--- config.mk ---
export PLATFORM = sky130hd
export DESIGN_NAME = uart_pixel_packer_flat
export DESIGN_NICKNAME = d
export VERILOG_FILES = /design/src/rtl/uart_pixel_packer_if.sv /design/src/rtl/uart_pixel_packer.sv /design/src/flat_wrapper.sv
export SDC_FILE = /design/constraint.sdc
export NUM_CORES = 1
export LEC_CHECK = 0
export BUFFER_PORTS_ARGS = -buffer_cell sky130_fd_sc_hd__buf_2
export CELL_PAD_IN_SITES_DETAIL_PLACEMENT = 0
export CELL_PAD_IN_SITES_GLOBAL_PLACEMENT = 1
export CORE_UTILIZATION = 30
export CTS_CLUSTER_SIZE = 10
export DETAILED_ROUTE_END_ITERATION = 6
export PLACE_DENSITY = 0.69
export REMOVE_ABC_BUFFERS = 1
export SKIP_CTS_REPAIR_TIMING = 1
export SYNTH_ARGS = -nofsm -noshare
export SYNTH_HDL_FRONTEND = slang
export SYNTH_SLANG_ARGS = --single-unit
--- constraint.sdc ---
create_clock -name Clk -period 3.5 [get_ports Clk]
set_input_delay 0.525 -clock Clk [delete_from_list [all_inputs] [get_ports Clk]]
set_output_delay 0.525 -clock Clk [all_outputs]
set_load 0.05 [all_outputs]
--- src/rtl/uart_pixel_packer_if.sv ---
// Pixel write handshake between the packer and the SDRAM write-port FIFO.
// A transfer happens on any clock edge where Wr_en and Wr_ready are both high.
interface uart_pixel_packer_if #(
    parameter int ADDR_W = 16
);
    logic              Wr_en;
    logic [15:0]       Wr_data;
    logic [ADDR_W-1:0] Wr_addr;
    logic              Wr_ready;

    modport master (output Wr_en, Wr_data, Wr_addr, input Wr_ready);
    modport slave  (input Wr_en, Wr_data, Wr_addr, output Wr_ready);
endinterface

--- src/rtl/uart_pixel_packer.sv ---
// Packs UART byte pairs into RGB565 pixels with a linear frame address and
// tracks frame completion for the TFT read side (sticky Disp_state).
module uart_pixel_packer #(
    parameter int IMG_H    = 200,
    parameter int IMG_V    = 5,
    parameter int ADDR_W   = 16,
    parameter int TIMEOUT  = 50000,
    parameter int HI_FIRST = 1
) (
    input  logic                       Clk,
    input  logic                       Rst,
    input  logic [7:0]                 Rx_data,
    input  logic                       Rx_done,
    input  logic                       Disp_clr,
    uart_pixel_packer_if.master        wr,
    output logic                       Frame_done,
    output logic                       Disp_state,
    output logic                       Overflow
);

    localparam int                TMO_W     = $clog2(TIMEOUT + 1);
    localparam logic [ADDR_W-1:0] LAST_ADDR = ADDR_W'(IMG_H * IMG_V - 1);
    localparam logic [TMO_W-1:0]  TMO_MAX   = TMO_W'(TIMEOUT);

    typedef enum logic [1:0] {
        S_FIRST  = 2'd0,
        S_SECOND = 2'd1,
        S_PEND   = 2'd2
    } state_e;

    state_e            state_q,      state_d;
    logic [7:0]        byte_q,       byte_d;
    logic [TMO_W-1:0]  tmo_q,        tmo_d;
    logic              wr_en_q,      wr_en_d;
    logic [15:0]       wr_data_q,    wr_data_d;
    logic [ADDR_W-1:0] addr_q,       addr_d;
    logic              clr_pend_q,   clr_pend_d;
    logic              frame_done_q, frame_done_d;
    logic              disp_q,       disp_d;
    logic              ovf_q,        ovf_d;
    logic              xfer;

    assign xfer = (state_q == S_PEND) && wr.Wr_ready;

    always_comb begin
        // NOTE: every _d starts from its _q (or a pulse default) so no path
        // through the case below can leave a signal unassigned and infer a latch.
        state_d      = state_q;
        byte_d       = byte_q;
        tmo_d        = tmo_q;
        wr_data_d    = wr_data_q;
        addr_d       = addr_q;
        clr_pend_d   = clr_pend_q;
        frame_done_d = 1'b0;
        disp_d       = disp_q;
        ovf_d        = ovf_q;

        unique case (state_q)
            S_FIRST: begin
                if (Rx_done) begin
                    byte_d  = Rx_data;
                    tmo_d   = '0;
                    state_d = S_SECOND;
                end
            end

            S_SECOND: begin
                if (Rx_done) begin
                    wr_data_d = (HI_FIRST != 0) ? {byte_q, Rx_data} : {Rx_data, byte_q};
                    state_d   = S_PEND;
                end else begin
                    // The second byte is still accepted on the cycle the count hits TIMEOUT.
                    tmo_d = tmo_q + 1'b1;
                    if (tmo_d == TMO_MAX) begin
                        byte_d  = '0;
                        tmo_d   = '0;
                        state_d = S_FIRST;
                    end
                end
            end

            S_PEND: begin
                if (xfer) begin
                    if (addr_q == LAST_ADDR) begin
                        addr_d       = '0;
                        frame_done_d = 1'b1;
                        disp_d       = 1'b1;
                    end else begin
                        addr_d = addr_q + 1'b1;
                    end
                    if (clr_pend_q) begin
                        addr_d = '0;
                    end
                    clr_pend_d = 1'b0;
                    if (Rx_done) begin
                        byte_d  = Rx_data;
                        tmo_d   = '0;
                        state_d = S_SECOND;
                    end else begin
                        state_d = S_FIRST;
                    end
                end else if (Rx_done) begin
                    ovf_d = 1'b1;
                end
            end

            default: state_d = S_FIRST;
        endcase

        // A pending pixel keeps its address; the restart is deferred past its transfer.
        if (Disp_clr) begin
            disp_d = 1'b0;
            if (state_q != S_PEND) begin
                addr_d = '0;
            end else if (xfer) begin
                addr_d = '0;
            end else begin
                clr_pend_d = 1'b1;
            end
        end

        wr_en_d = (state_d == S_PEND);
    end

    always_ff @(posedge Clk) begin
        if (Rst) begin
            state_q      <= S_FIRST;
            byte_q       <= '0;
            tmo_q        <= '0;
            wr_en_q      <= 1'b0;
            wr_data_q    <= '0;
            addr_q       <= '0;
            clr_pend_q   <= 1'b0;
            frame_done_q <= 1'b0;
            disp_q       <= 1'b0;
            ovf_q        <= 1'b0;
        end else begin
            // NOTE: non-blocking updates so every flop samples the same pre-edge _d values.
            state_q      <= state_d;
            byte_q       <= byte_d;
            tmo_q        <= tmo_d;
            wr_en_q      <= wr_en_d;
            wr_data_q    <= wr_data_d;
            addr_q       <= addr_d;
            clr_pend_q   <= clr_pend_d;
            frame_done_q <= frame_done_d;
            disp_q       <= disp_d;
            ovf_q        <= ovf_d;
        end
    end

    assign wr.Wr_en    = wr_en_q;
    assign wr.Wr_data  = wr_data_q;
    assign wr.Wr_addr  = addr_q;
    assign Frame_done  = frame_done_q;
    assign Disp_state  = disp_q;
    assign Overflow    = ovf_q;

endmodule

--- src/flat_wrapper.sv ---
// flat-port wrapper written by rule: the top's interface ports become plain ports
module uart_pixel_packer_flat 
#(
    parameter int IMG_H    = 200,
    parameter int IMG_V    = 5,
    parameter int ADDR_W   = 16,
    parameter int TIMEOUT  = 50000,
    parameter int HI_FIRST = 1
)
  (Clk, Rst, Rx_data, Rx_done, Disp_clr, Frame_done, Disp_state, Overflow, wr_Wr_en, wr_Wr_data, wr_Wr_addr, wr_Wr_ready);
  uart_pixel_packer_if #(.ADDR_W(ADDR_W)) wr_i ();
  input  logic Clk;
  input  logic Rst;
  input  logic [7:0] Rx_data;
  input  logic Rx_done;
  input  logic Disp_clr;
  output logic Frame_done;
  output logic Disp_state;
  output logic Overflow;
  output wire logic [$bits(wr_i.Wr_en)-1:0] wr_Wr_en;
  output wire logic [$bits(wr_i.Wr_data)-1:0] wr_Wr_data;
  output wire logic [$bits(wr_i.Wr_addr)-1:0] wr_Wr_addr;
  input wire logic [$bits(wr_i.Wr_ready)-1:0] wr_Wr_ready;
  assign wr_Wr_en = wr_i.Wr_en;
  assign wr_Wr_data = wr_i.Wr_data;
  assign wr_Wr_addr = wr_i.Wr_addr;
  assign wr_i.Wr_ready = wr_Wr_ready;
  uart_pixel_packer #(.IMG_H(IMG_H), .IMG_V(IMG_V), .ADDR_W(ADDR_W), .TIMEOUT(TIMEOUT), .HI_FIRST(HI_FIRST)) u_core (.Clk(Clk), .Rst(Rst), .Rx_data(Rx_data), .Rx_done(Rx_done), .Disp_clr(Disp_clr), .wr(wr_i), .Frame_done(Frame_done), .Disp_state(Disp_state), .Overflow(Overflow));
endmodule
==> flow_metrics.tcl <==
set metrics [dict create \
    status "completed" \
    via_per_inst 5.08 \
    design.core.area_mm2 0.00942 \
    htree_levels 3 \
    initialDrtViolationCount 124 \
    p_switching_uw 401 \
    worstPathRequired_ps 3780 \
    grt_pass1_wl_mm 12.3 \
    syn_avg_cell_area_um2 7.99 \
    p_int_uw 1120 \
    worstSkewPairLatency_ps 340 \
    dieArea_mm2 0.0103 \
    nNetsFinal 424 \
    wl_per_cell_um 13.4 \
    peakVddDrop_mv 0.177 \
    antenna_found_initial 0 \
    overflow 0 \
    post-route-min-period_ps 2390 \
    tightest_slew_ps 942 \
    yosys_most_used_dff "dfxtp_1" \
    grt_pass1_vias 2559 \
    hold_viol 0 \
    ios 49 \
    synth_warnings 0 \
    antenna_cells 0 \
    synth-edff-count 0 \
    std_cell_rows 35 \
    fin_crit_sh_pct 68.4 \
    hold_depth 2 \
    routed_wl_mm 7.28 \
    drv_cap 0 \
    rsz0062_at_grt "no" \
    combPwrFrac_pct 8.4 \
    tns_ps 0 \
    synthTopCellsByCount "nand2_1 (66), dfxtp_1 (63), a21oi_1 (41), nor2_1 (29)" \
    syn2layout_area_growth_pct 17.4 \
    cts_made_buffers 9 \
    dr.pass1.iters 4 \
    swShare_pct 26.4 \
    power.total_uw 1520 \
    route.vias.total 2756 \
    arrival_ps 2680 \
    slew_viol_final 0 \
    io_buffers 48 \
    end_kind "flip-flop" \
    path_class "flip-flop to flip-flop" \
    num-fill-cells 1000 \
    yosysMostFrequentCell "nand2_1" \
    clkPwrFrac_pct 42.6 \
    fmax_mhz 418 \
    timing.hold.ws_ps 412 \
    yosys.area.top_type "dfxtp_1" \
    clock-sinks 63 \
    setup.worst_path.start_class "flip-flop" \
    syn_inst 372 \
    synthesis.area_mm2 0.00297 \
    drive_gt1_share_pct 18.1 \
    hp-class "input port to flip-flop" \
    grt_usage_pct 15.3 \
    synth_cell_types 51 \
    seq_area_frac_synth_pct 42.4 \
    die_x_um 102 \
    dieHeight_um 102 \
    pwr-share-seq_pct 49.0 \
    clk_path_buf_depth 2 \
    postPlaceCellArea_mm2 0.00328 \
    globalplace.congestion 0.840 \
    clockRootBuffer "clkbuf_8" \
    ant_nets 0 \
    synthArstFlopShare_pct 0 \
    drc 0 \
    fin_skew_ps 12.0 \
    synth_area_leaders "dfxtp_1 (42%), nand2_1 (8.3%), a21oi_1 (6.9%)" \
    utilization_pct 37.1 \
    power.leakage_uw 0.00132 \
    path_max_fanout 12 \
    setup_viol 0 \
    fin_area_mm2 0.00349 \
    slew_headroom_pct 37.2 \
    grt_max_degree 41 \
    clk_pin_slew_worst_paths_ps 80 \
    power.density_mw_per_mm2 436 \
    start_util_pct 31.6 \
    hpwl_mm 5.06 \
    cts_tree "built" \
    reg2reg_depth 8 \
    synth_top_area_share_pct 42.4 \
    ys_ff_latch 63 \
]
cell type report:
| class | instances | area (um2) | share of cell area, % |
|---|---|---|---|
| tap | 129 | 161 | 4.63 |
| multi-input combinational | 283 | 1600 | 45.8 |
| clock buffer | 10 | 138 | 3.94 |
| sequential | 63 | 1260 | 36.1 |
| timing repair buffer | 50 | 255 | 7.31 |
| inverter | 2 | 7.51 | 0.215 |
| clock inverter | 6 | 67.6 | 1.94 |
metal layers:
layer / global-route usage (%) / share of wire [%] / vias up
li1: - / - / 1409
met1: 20.6 / 49 / 1288
met2: 23.3 / 46 / 50
met3: 3.73 / 3.0 / 9
met4: 6.47 / 1.5 / 0
met5: 0 / 0 / -
cells in the final DEF (no fill, tap or decap), types with 7 or more instances in the layout:
master	instances
nand2_1	66
dfxtp_1	63
buf_2	48
a21oi_1	41
nor2_1	29
nand3_1	19
nor3_1	15
clkbuf_8	10
and3_1	9
a22o_1	9
nand4_1	8
xor2_1	8
a31oi_1	8
nor4_1	7
registers in the layout, indices dropped and copies added, names as in the netlist, named ones only:
| signal | flops |
|---|---|
| u_core.Overflow | 1 |
| u_core.tmo_q | 16 |
| u_core.Frame_done | 1 |
| u_core.Disp_state | 1 |
| u_core.wr.Wr_data | 16 |
| u_core.state_q | 2 |
| u_core.byte_q | 8 |
| u_core.wr.Wr_addr | 16 |
| u_core.wr.Wr_en | 1 |
power groups by stage:
stage	clock [uW]	sequential (uW)	combinational [uW]
2_1_floorplan	0	780	61.2
3_3_place_gp	0	762	129
3_5_place_dp	0	762	130
4_1_cts	674	745	130
5_1_grt	708	748	144
6_report	648	745	128
kinds of logic (layout without fill, tap and decap cells):
kind of cell,after synthesis,in the layout,synth area share (%)
flip-flops,63,63,42.4
adder cells (fa/ha/maj),2,2,0.842
AND/OR/NAND/NOR,180,180,30.0
XOR/XNOR,10,10,2.95
buffers and inverters,26,68,3.79
multiplexers,2,2,0.673
AO/OA/AOI/OAI,89,89,19.3
worst max-delay path: stages (launching register included):
cell	delay, ps
dfxtp_1	470
ha_1	270
and3_1	240
nand4_1	170
mux2i_1	160
and4_4	180
a21oi_4	330
o21ba_1	340
a22o_1	180
path summary, 6_finish.rpt:
path | from | to | slack (ps)
max | u_core.tmo_q[0] | u_core.byte_q[0] | 1110
min | Rx_data[2] | u_core.byte_q[2] | 410
max reg2reg | u_core.tmo_q[0] | u_core.byte_q[0] | 1110
min reg2reg | u_core.byte_q[4] | u_core.wr.Wr_data[12] | 450
stage by stage:
| stage | std cells | worst slack, ps |
|---|---|---|
| 3_3_place_gp | 527 | 1130 |
| 3_5_place_dp | 527 | 1100 |
| 4_1_cts | 543 | 1090 |
| 6_report | 543 | 1110 |
| 2_1_floorplan | 348 | 1420 |
| 5_1_grt | 543 | 891 |
(Power assumes the default switching activity.)
